### src/rtl/mem_port_arbiter.sv
// mem_port_arbiter: round-robin arbiter/sequencer sharing one single-ported memory
// between the instruction-fetch port and the load/store data port.
module mem_port_arbiter #(
    parameter int READ_LAT = 1,
    parameter int DATA_W   = 32
) (
    input  logic              clk,
    input  logic              rst_n,
    input  logic              i_req,
    input  logic [DATA_W-1:0] i_addr,
    output logic              i_ack,
    output logic [DATA_W-1:0] i_rdata,
    output logic              i_err,
    input  logic              d_req,
    input  logic              d_we,
    input  logic [DATA_W-1:0] d_addr,
    input  logic [DATA_W-1:0] d_wdata,
    output logic              d_ack,
    output logic [DATA_W-1:0] d_rdata,
    output logic              d_err,
    output logic              mem_rw,
    output logic              mem_wr,
    output logic [DATA_W-1:0] mem_addr,
    output logic [DATA_W-1:0] mem_in_bits,
    input  logic [DATA_W-1:0] mem_out_bits,
    output logic              busy
);
    typedef enum logic [1:0] {IDLE, READ, WRITE, RESP} state_t;

    localparam logic [3:0] LAST_CNT = 4'(READ_LAT - 1);

    state_t            state_q, state_d;
    logic              port_q, port_d;
    logic              last_q, last_d;
    logic              err_q, err_d;
    logic [3:0]        cnt_q, cnt_d;
    logic [DATA_W-1:0] addr_q, addr_d;
    logic [DATA_W-1:0] wdata_q, wdata_d;
    logic [DATA_W-1:0] rdata_q, rdata_d;

    logic              req_any;
    logic              sel_data;
    logic              misal;
    logic [DATA_W-1:0] sel_addr;

    // port id 1 = data port; on a tie the port not granted last wins
    always_comb begin
        req_any  = i_req | d_req;
        sel_data = d_req & (~i_req | ~last_q);
        sel_addr = sel_data ? d_addr : i_addr;
        misal    = |sel_addr[1:0];
    end

    always_ff @(posedge clk or negedge rst_n) begin
        if (!rst_n) begin
            state_q <= IDLE;
            port_q  <= 1'b0;
            last_q  <= 1'b0;
            err_q   <= 1'b0;
            cnt_q   <= '0;
            addr_q  <= '0;
            wdata_q <= '0;
            rdata_q <= '0;
        end else begin
            state_q <= state_d;
            port_q  <= port_d;
            last_q  <= last_d;
            err_q   <= err_d;
            cnt_q   <= cnt_d;
            addr_q  <= addr_d;
            wdata_q <= wdata_d;
            rdata_q <= rdata_d;
        end
    end

    always_comb begin
        state_d = state_q;
        port_d  = port_q;
        last_d  = last_q;
        err_d   = err_q;
        cnt_d   = cnt_q;
        addr_d  = addr_q;
        wdata_d = wdata_q;
        rdata_d = rdata_q;
        case (state_q)
            IDLE: begin
                if (req_any) begin
                    port_d  = sel_data;
                    last_d  = sel_data;
                    addr_d  = sel_addr;
                    wdata_d = sel_data ? d_wdata : wdata_q;
                    err_d   = misal;
                    rdata_d = '0;
                    cnt_d   = '0;
                    state_d = misal ? RESP : (sel_data & d_we) ? WRITE : READ;
                end
            end
            READ: begin
                cnt_d = cnt_q + 4'd1;
                if (cnt_q == LAST_CNT) begin
                    rdata_d = mem_out_bits;
                    state_d = RESP;
                end
            end
            WRITE:   state_d = RESP;
            default: state_d = IDLE;
        endcase
    end

    always_comb begin
        mem_rw      = state_q == READ;
        mem_wr      = state_q == WRITE;
        busy        = state_q != IDLE;
        mem_addr    = addr_q;
        mem_in_bits = wdata_q;
        i_ack       = (state_q == RESP) & ~port_q;
        d_ack       = (state_q == RESP) & port_q;
        i_err       = i_ack & err_q;
        d_err       = d_ack & err_q;
        i_rdata     = i_ack ? rdata_q : '0;
        d_rdata     = d_ack ? rdata_q : '0;
    end
endmodule
### config.mk
export PLATFORM = sky130hd
export DESIGN_NAME = mem_port_arbiter
export DESIGN_NICKNAME = d
export VERILOG_FILES = /design/src/rtl/mem_port_arbiter.sv
export SDC_FILE = /design/constraint.sdc
export NUM_CORES = 1
export LEC_CHECK = 0
export CORE_MARGIN = 2
export CORE_UTILIZATION = 35
export CTS_CLUSTER_SIZE = 8
export DETAILED_ROUTE_END_ITERATION = 8
export GPL_ROUTABILITY_DRIVEN = 0
export GPL_TIMING_DRIVEN = 0
export PLACE_DENSITY = 0.88
export SLEW_MARGIN = 20
export SYNTH_ARGS = -nofsm -noshare
export SYNTH_HDL_FRONTEND = slang
export SYNTH_SLANG_ARGS = --single-unit
### constraint.sdc
create_clock -name clk -period 1.85 [get_ports clk]
set_input_delay 0.185 -clock clk [delete_from_list [all_inputs] [get_ports clk]]
set_output_delay 0.185 -clock clk [all_outputs]
set_load 0.01 [all_outputs]
==> run_results.csv, run 1 <==
group,metric,value,unit
grt,grt_pass1_vias,4747,
run_status,status,"complete, but fails checks",
place,place_inst,861,
setup_path,cp-endpoint,"rdata_q[1]",
grt,grt-ovfl-total,0,
synthesis,ys_seq_elements,104,
run,cap_violations,0,
synthesis,syn_nets,557,
setup_path,reg2reg_slack,-0.11,ns
finish,syn2layout_area_growth,78.20,%
synthesis,yosysWarningCount,0,
setup_path,r2r-end,"rdata_q[1]",
power_and_ir_drop,p_leak,4.081,nW
route,postRouteAntennaNets,0,
setup_path,critPathLaunch,"state_q[1]",
setup_path,r2r_cells,8,
timing,max_freq,509.1,MHz
setup_path,worstSetupEndpointType,"flip-flop",
place,dp_slack,-0.6781,ns
timing,slew_viol_final,0,
synthesis,synth.most_common_cell,"dfrtp_1",
setup_path,worstPathCellList,"inv_2, ha_4, buf_6, or3b_1, buf_6, and3_4, clkbuf_16, a22o_1",
synthesis,ys.flop_type,"dfrtp_1",
floorplan,dieHeight,120.8,microns
setup_path,crit_top_cell,"buf_6",
timing,setup_slack,-0.1144,ns
cts,cts_tree,"built",
floorplan,core,13300,sq um
synthesis,ys_types,30,
route,drt-total-wl,16970,microns
floorplan,die_width,120.8,microns
setup_path,critical_path_buf_inv_count,4,
route,vias,4643,
cts,clk_latency,0.35,ns
setup_path,max_stage_delay,0.44,ns
place,portBuffers,267,
synthesis,synthTopCellsByArea,"dfrtp_1, mux2_2, mux2i_1",
cts,clk_path_buf_depth,2,
setup_path,crit_path_max_fanout,8,
synthesis,synth_area_leader_cell,"dfrtp_1",
setup_path,cp.depth,8,
timing,fin_crit_sh,106.2,%
finish,nets,869,
grt,grt_usage,21.68,%
setup_path,cp_top_family,"simple AND/OR/NAND/NOR gates",
synthesis,synth_area_per_cell,11.45,sq um
setup_path,cp_slowest_cell,"dfrtp_2",
cts,cts-htree-levels,3,
synthesis,synth_top_cell_area_share,54.51,%
timing,worst_pin_slew,0.5109,ns
floorplan,rows,42,
cts,ctsRootBufferMaster,"clkbuf_16",
synthesis,yosysSeqAreaShare,54.51,%
finish,num_antenna_cells,0,
synthesis,synthCells,417,
timing,finalSetupViolCount,61,
synthesis,async_flop_share,100.0,%
finish,layout-drive-gt1-share,28.55,%
timing,slew_headroom,65.94,%
synthesis,synthTopCellsByCount,"dfrtp_1, nand2_1, o21ai_0",
setup_path,cp_data_arrival_time,2.20,ns
grt,grt_pass1_wl,24500,microns
cts,cts.sinks,104,
timing,rsz0062_at_grt,"yes",
synthesis,synth_edf_count,0,
worst_hold_path,hold_path.class,"input port to async pin",
synthesis,mappedNetlistArea,4775,sq um
grt,antenna_found_initial,0,
setup_path,cp-start-kind,"flip-flop",
place,dp_hpwl,11960,microns
timing,finalCriticalPeriod,1.964,ns
timing,whs,0.3558,ns
floorplan,start_util,35.91,%
route,post-route-drc-count,0,
cts,cts_buffers,9,
route,wl_per_cell,18.69,microns
setup_path,worst-endpoint-required,2.08,ns
route,dr.pass1.iters,4,
floorplan,dieArea,14590,sq um
floorplan,io_pins,268,
cts,clkTransAtPathRegs,0.07,ns
power_and_ir_drop,power,12.58,mW
timing,fin_skew,0.006230,ns
setup_path,rr_startpoint,"state_q[1]",
power_and_ir_drop,vdd_drop_max,0.7109,mV
route,first_iter_violations,195,
run_status,violations,"negative setup slack",
grt,grt_max_degree,55,
timing,hold_viol_final,0,
finish,instances_no_fill,908,
power_and_ir_drop,power_density,1479,nW/um^2
route,vias_per_cell,5.113,
setup_path,path_class,"flip-flop to flip-flop",
## cell families after synthesis
kind of cell | after synthesis | share of synthesized area [%]
DFF | 104 | 54.51
muxes | 64 | 14.26
adders and majority gates | 7 | 1.834
AOI/OAI and AO/OA | 81 | 11.50
buffers and inverters | 39 | 4.062
and+or+nand+nor | 122 | 13.84
## state kept, by name, indices dropped and copies added (netlist names)
| register | flops |
|---|---|
| cnt_q | 4 |
| err_q | 1 |
| last_q | 1 |
| mem_addr | 32 |
| mem_in_bits | 32 |
| rdata_q | 32 |
| state_q | 2 |
## per-layer routing
layer	vias up	global-route usage (%)	wire, microns
met5	-	0	0
met4	0	9.884	559
met3	42	6.557	1471
met2	245	38.10	8724
met1	2261	24.00	6218
li1	2095	-	-
## cell type report
cell class	instances	area [sq um]
Fill cell	1013	4787
Timing Repair Buffer	304	2997
Sequential cell	104	2606
Multi-Input combinational cell	275	2151
Clock buffer	11	242.7
Buffer	28	221.5
Tap cell	176	220.2
Clock inverter	3	43.79
Inverter	7	26.28
## placed cells by master, fill, tap and decap left out, types with 2 or more instances in the layout
cell             count
mux2i_1             32
nor2b_4              2
clkbuf_16           10
buf_2               19
a21oi_1              2
and2_1              10
inv_1                5
dlygate4sd2_1       11
dfrtp_1            101
inv_2                2
ha_4                 3
a22o_1              33
clkbuf_1             4
clkbuf_2            10
clkdlybuf4s50_1    195
mux2_2              32
o21ai_0             38
o31ai_1              2
nand3_1              3
dlymetal6s2s_1       6
ha_1                 4
buf_6               50
nor2_1               2
and3_1              24
nor3b_1              2
o21ai_2              2
and2_4              25
buf_8                5
clkbuf_4             3
and3_4              10
dfrtp_2              3
nand2_1             41
buf_4               26
## where the power goes
group / leakage, nW / switching (mW) / total [mW] / internal (mW)
clock: 0.141 / 0.832 / 1.90 / 1.07
combinational: 2.65 / 2.95 / 6.68 / 3.73
sequential: 1.29 / 0.683 / 3.99 / 3.31
## through the flow
step	instance area (sq um)	utilization [%]	TNS [ns]
3_3_place_gp	7677	57.75	-369.01
5_1_grt	8508	63.99	-6.982
4_1_cts	8137	61.20	-8.462
2_1_floorplan	4785	-	-1.870
6_report	8508	63.99	-4.116
3_5_place_dp	7706	57.96	-44.97
## repair_timing
item                       in CTS  in global routing
pin swaps                      12                  2
hold buffers                    1                  0
cloned                          3                  4
gates resized for setup       281                103
setup endpoints to repair     157                141
hold endpoints to repair       50                  0
buffers inserted               18                 17
## worst min path at each step
| stage | from | to | cells after the start |
|---|---|---|---|
| after floorplan | rst_n | cnt_q[0] | 0 |
| final | rst_n | rdata_q[14] | 2 |
| after CTS | rst_n | rdata_q[19] | 2 |
| after detailed placement | rst_n | rdata_q[14] | 1 |
| after global placement | mem_addr[14] | mem_addr[14] | 2 |
| after global routing | rst_n | rdata_q[14] | 2 |
Power figures use the tool's default switching activity.
==> run 2: changes to the inputs <==
CORE_UTILIZATION = 39   (was 35)
PLACE_DENSITY = 0.92   (was 0.88)
clock period = 2 ns   (was 1.85 ns; I/O delays follow)
==> run_results.csv, run 2 (same netlist as run 1, synthesis figures left out) <==
group,metric,value,unit
run_status,status,"complete, but fails checks",
run_status,violations,"negative setup slack",
setup_path,crit_top_cell,"buf_4",
grt,grt_usage,23.32,%
timing,setup_slack,-0.009530,ns
power_and_ir_drop,power_density,1375,nW/um^2
setup_path,worstSetupEndpointType,"output port",
grt,grt.busiest_layer,"met2",
floorplan,dieArea,13140,sq um
timing,fin_skew,0.01191,ns
floorplan,die_width,114.6,microns
setup_path,cp-start-kind,"flip-flop",
finish,final_cell_mix,"clkdlybuf4s50_1, dfrtp_1, nand2_1",
power_and_ir_drop,p_leak,4.220,nW
timing,worst_pin_slew,0.4581,ns
setup_path,crit_path_max_fanout,10,
worst_hold_path,hold_path.class,"input port to async pin",
cts,cts_buffers,9,
floorplan,core,11960,sq um
cts,clkTransAtPathRegs,0.07,ns
setup_path,r2r-end,"rdata_q[3]",
setup_path,r2r_cells,8,
floorplan,dieHeight,114.6,microns
timing,hold_viol_final,0,
timing,rsz0062_at_grt,"yes",
grt,grtUsageMet2,42.96,%
timing,slew_viol_final,0,
grt,grt_pass1_wl,23820,microns
setup_path,rr_startpoint,"state_q[1]",
route,vias,4418,
setup_path,path_class,"flip-flop to output port",
finish,fillers,853,
route,post-route-drc-count,0,
setup_path,reg2reg_slack,0.06,ns
floorplan,start_util,39.92,%
grt,use_met3,6.300,%
grt,use_met1,25.59,%
setup_path,max_stage_delay,0.43,ns
route,first_iter_violations,165,
setup_path,cp-endpoint,"i_rdata[22]",
finish,final_util,68.51,%
grt,grt_pass1_vias,4685,
finish,nets,851,
cts,ctsRootBufferMaster,"clkbuf_16",
finish,syn2layout_area_growth,71.65,%
power_and_ir_drop,vdd_drop_max,0.6684,mV
setup_path,worst-endpoint-required,1.80,ns
cts,clk_path_buf_depth,2,
setup_path,cp_slowest_cell,"dfrtp_2",
route,drt-total-wl,15530,microns
route,wl_per_cell,18.00,microns
floorplan,io_pins,268,
power_and_ir_drop,power,11.27,mW
finish,final_common_cell,"clkdlybuf4s50_1",
place,dp_hpwl,11630,microns
cts,cts.sinks,104,
timing,max_freq,497.6,MHz
setup_path,critPathLaunch,"state_q[1]",
cts,cts-htree-levels,3,
grt,antenna_found_initial,0,
route,dr.pass1.iters,4,
grt,grt_max_degree,81,
cts,clk_latency,0.35,ns
floorplan,rows,40,
route,vias_per_cell,5.119,
timing,finalCriticalPeriod,2.010,ns
run,cap_violations,0,
setup_path,cp_data_arrival_time,1.81,ns
grt,grt-ovfl-total,0,
setup_path,worstPathCellList,"ha_4, nor2b_4, buf_4, buf_4, and2_1, clkdlybuf4s15_1",
place,portBuffers,267,
finish,num_antenna_cells,0,
timing,slew_headroom,69.46,%
timing,finalSetupViolCount,3,
timing,fin_crit_sh,100.5,%
cts,cts_tree,"built",
route,postRouteAntennaNets,0,
finish,layout-drive-gt1-share,15.92,%
-- run 2: cell count changes in the layout (fill, tap and decap cells not counted), moves of 3 or more --
cell / delta
clkdlybuf4s50_1: +6
buf_6: -38
buf_2: -16
o21ai_1: +3
buf_8: -5
dlygate4sd2_1: +22
dlymetal6s2s_1: +14
and3_1: +9
buf_4: -8
clkbuf_2: +5
and2_4: -25
and3_4: -9
and2_1: +25
-- run 2: metal layers --
layer	vias up	wire length, microns
met5	-	0
met4	0	357
met3	25	1232
met2	209	8168
met1	2136	5775
li1	2048	-
-- run 2: critical path: cells and delay by family, from the launching register on --
kind / cells / cell delay [ns]
adder cells (fa/ha/maj): 1 / 0.19
buffers and inverters: 3 / 0.53
flip-flops: 1 / 0.43
AND/OR/NAND/NOR: 2 / 0.30
-- run 2: metrics by stage --
step | TNS, ns | setup slack (ns) | hold slack, ns | instance area, sq um | cells
2_1_floorplan | 0 | 0.08636 | -0.09559 | 4775 | 417
3_3_place_gp | -335.17 | -3.039 | 0.4606 | 7631 | 831
3_5_place_dp | -24.94 | -0.6228 | 0.08030 | 7660 | 832
4_1_cts | -4.183 | -0.2017 | 0.2835 | 8112 | 860
5_1_grt | -0.2833 | -0.06510 | 0.2939 | 8195 | 863
6_report | -0.01618 | -0.009530 | 0.2820 | 8195 | 863
-- run 2: what timing repair did --
action,CTS,global route
cloned,3,0
endpoints found under the hold margin,24,0
hold buffers,1,0
pin swaps,2,0
setup buffers,9,4
gates resized for setup,82,70
endpoints found under the setup margin,120,93
-- run 2: power by group --
part	switching, mW	total [mW]	internal [mW]
sequential	0.616	3.67	3.06
clock	0.807	1.98	1.18
combinational	2.54	5.61	3.07
total	3.96	11.3	7.31
-- run 2: worst min path at each step --
stage                 start             end  cells past startpoint  slack (ns)
2_1_floorplan         rst_n        cnt_q[0]                      0        -0.1
3_3_place_gp   mem_addr[30]    mem_addr[30]                      2        0.46
3_5_place_dp          rst_n     rdata_q[15]                      1        0.08
4_1_cts               rst_n  mem_in_bits[3]                      2        0.28
5_1_grt               rst_n  mem_in_bits[3]                      2        0.29
6_report              rst_n  mem_in_bits[3]                      2        0.28
-- run 2: layout make-up --
type | count | area (sq um) | area share, %
repair buffers | 285 | 2804 | 34.21
well taps | 147 | 183.9 | 2.244
flip-flops and latches | 104 | 2606 | 31.80
multi-input cells | 274 | 2021 | 24.66
clock inverters | 5 | 87.58 | 1.069
inverters | 7 | 28.78 | 0.3511
plain buffers | 30 | 211.5 | 2.580
clock buffers | 11 | 252.7 | 3.084
==> run 3: changes to the inputs <==
PLACE_DENSITY = 0.83   (was 0.92)
==> run_results.csv, run 3 (same netlist as run 1, synthesis figures left out) <==
group,metric,value,unit
run_status,status,"complete, but fails checks",
run_status,violations,"negative setup slack",
cts,cts_tree,"built",
timing,slew_headroom,68.98,%
setup_path,path_class,"flip-flop to output port",
setup_path,cp_data_arrival_time,1.83,ns
grt,grt_pass1_vias,4627,
route,vias_per_cell,5.137,
grt,grt-ovfl-total,0,
setup_path,crit_path_max_fanout,6,
cts,cts.sinks,104,
cts,clk_latency,0.34,ns
place,dp_hpwl,11710,microns
grt,antenna_found_initial,0,
floorplan,start_util,39.92,%
place,place_inst,832,
timing,fin_skew,0.003487,ns
floorplan,core,11960,sq um
cts,clkTransAtPathRegs,0.06,ns
route,dr.pass1.iters,4,
timing,max_freq,493.5,MHz
grt,grt_usage,22.55,%
setup_path,cp-start-kind,"flip-flop",
route,post-route-drc-count,0,
timing,hold_viol_final,0,
power_and_ir_drop,power_density,1362,nW/um^2
grt,grt_pass1_wl,22950,microns
route,postRouteAntennaNets,0,
setup_path,worstSetupEndpointType,"output port",
cts,clk_path_buf_depth,2,
setup_path,reg2reg_slack,0.07,ns
finish,instances_no_fill,868,
run,cap_violations,0,
floorplan,dieHeight,114.6,microns
worst_hold_path,hold_path.class,"input port to async pin",
timing,fin_crit_sh,101.3,%
setup_path,r2r_cells,8,
finish,fillers,917,
timing,slew_viol_final,0,
power_and_ir_drop,vdd_drop_max,0.6312,mV
timing,worst_pin_slew,0.4605,ns
floorplan,die_width,114.6,microns
timing,finalCriticalPeriod,2.026,ns
setup_path,r2r-end,"rdata_q[14]",
finish,multi_input_area,2021,sq um
cts,cts-htree-levels,3,
route,first_iter_violations,228,
timing,rsz0062_at_grt,"yes",
grt,grt_max_degree,61,
timing,whs,0.3500,ns
route,wl_per_cell,17.67,microns
place,portBuffers,267,
timing,setup_slack,-0.02646,ns
finish,num_antenna_cells,0,
finish,regArea,2606,sq um
cts,cts_buffers,9,
route,vias,4459,
setup_path,rr_startpoint,"state_q[0]",
setup_path,worst-endpoint-required,1.80,ns
floorplan,io_pins,268,
cts,ctsRootBufferMaster,"clkbuf_16",
timing,finalSetupViolCount,7,
floorplan,dieArea,13140,sq um
place,dp_slack,-0.5158,ns
finish,syn2layout_area_growth,69.97,%
setup_path,critPathLaunch,"state_q[0]",
finish,final_common_cell,"clkdlybuf4s50_1",
route,drt-total-wl,15340,microns
power_and_ir_drop,p_leak,4.022,nW
finish,final_cell_mix,"clkdlybuf4s50_1, dfrtp_1, nand2_1",
finish,nets,857,
finish,layout-drive-gt1-share,18.45,%
floorplan,rows,40,
run 3: changes by cell type in the layout (fill, tap and decap cells not counted), sizes merged, moves of 2 or more:
cell | previous run | this run
clkdlybuf4s50 | 201 | 199
clkinv | 1 | 3
dlymetal6s2s | 20 | 6
buf | 34 | 46
dlygate4sd2 | 33 | 36
clkbuf | 36 | 42
run 3: worst max path at each step:
stage | to | depth (start not counted) | slack (ns)
2_1_floorplan | rdata_q[10] | 9 | 0.09
3_3_place_gp | mem_in_bits[27] | 1 | -3.10
3_5_place_dp | i_rdata[28] | 5 | -0.52
4_1_cts | rdata_q[20] | 9 | -0.05
5_1_grt | i_rdata[6] | 7 | -0.07
6_report | i_rdata[16] | 7 | -0.03
run 3: per-stage QoR:
step	utilization (%)	setup TNS (ns)	power, mW	area (sq um)
6_report	67.85	-0.1240	11.05	8115
5_1_grt	67.85	-0.4876	11.69	8115
4_1_cts	67.74	-1.257	10.96	8103
3_5_place_dp	64.04	-21.11	8.921	7660
3_3_place_gp	63.80	-337.90	8.683	7631
2_1_floorplan	-	0	6.151	4775
run 3: metal layers:
metal,vias up,GRT usage (%),share of wire [%]
met3,31,5.982,8.0
li1,2060,-,-
met4,0,10.33,2.9
met2,196,40.43,52
met5,-,0,0
met1,2172,24.86,37
run 3: critical path, cell delays in order (launching register included):
cell,delay (ns)
dfrtp_2,0.44
ha_4,0.19
nor2b_4,0.16
buf_4,0.15
clkbuf_8,0.13
buf_4,0.13
and2_1,0.15
buf_2,0.14
run 3: area by class of cell:
class / instances / area share [%]
plain buffers: 31 / 2.868
clock buffers: 11 / 2.991
clock inverters: 4 / 0.5550
inverters: 7 / 0.3238
multi-input cells: 274 / 24.90
flip-flops and latches: 104 / 32.12
well taps: 147 / 2.266
repair buffers: 290 / 33.98
run 3: power breakdown:
group	switching (mW)	internal, mW	leakage, nW
sequential	0.621	3.06	1.29
clock	0.744	0.992	0.145
combinational	2.52	3.11	2.58
total	3.89	7.16	4.02
run 3: repair_timing:
item / CTS / global route
gates cloned: 2 / 1
gates resized for setup: 138 / 38
setup endpoints to repair: 120 / 107
buffers inserted: 13 / 5
hold buffers: 1 / 0
hold endpoints to repair: 44 / 0
pin swaps: 1 / 2
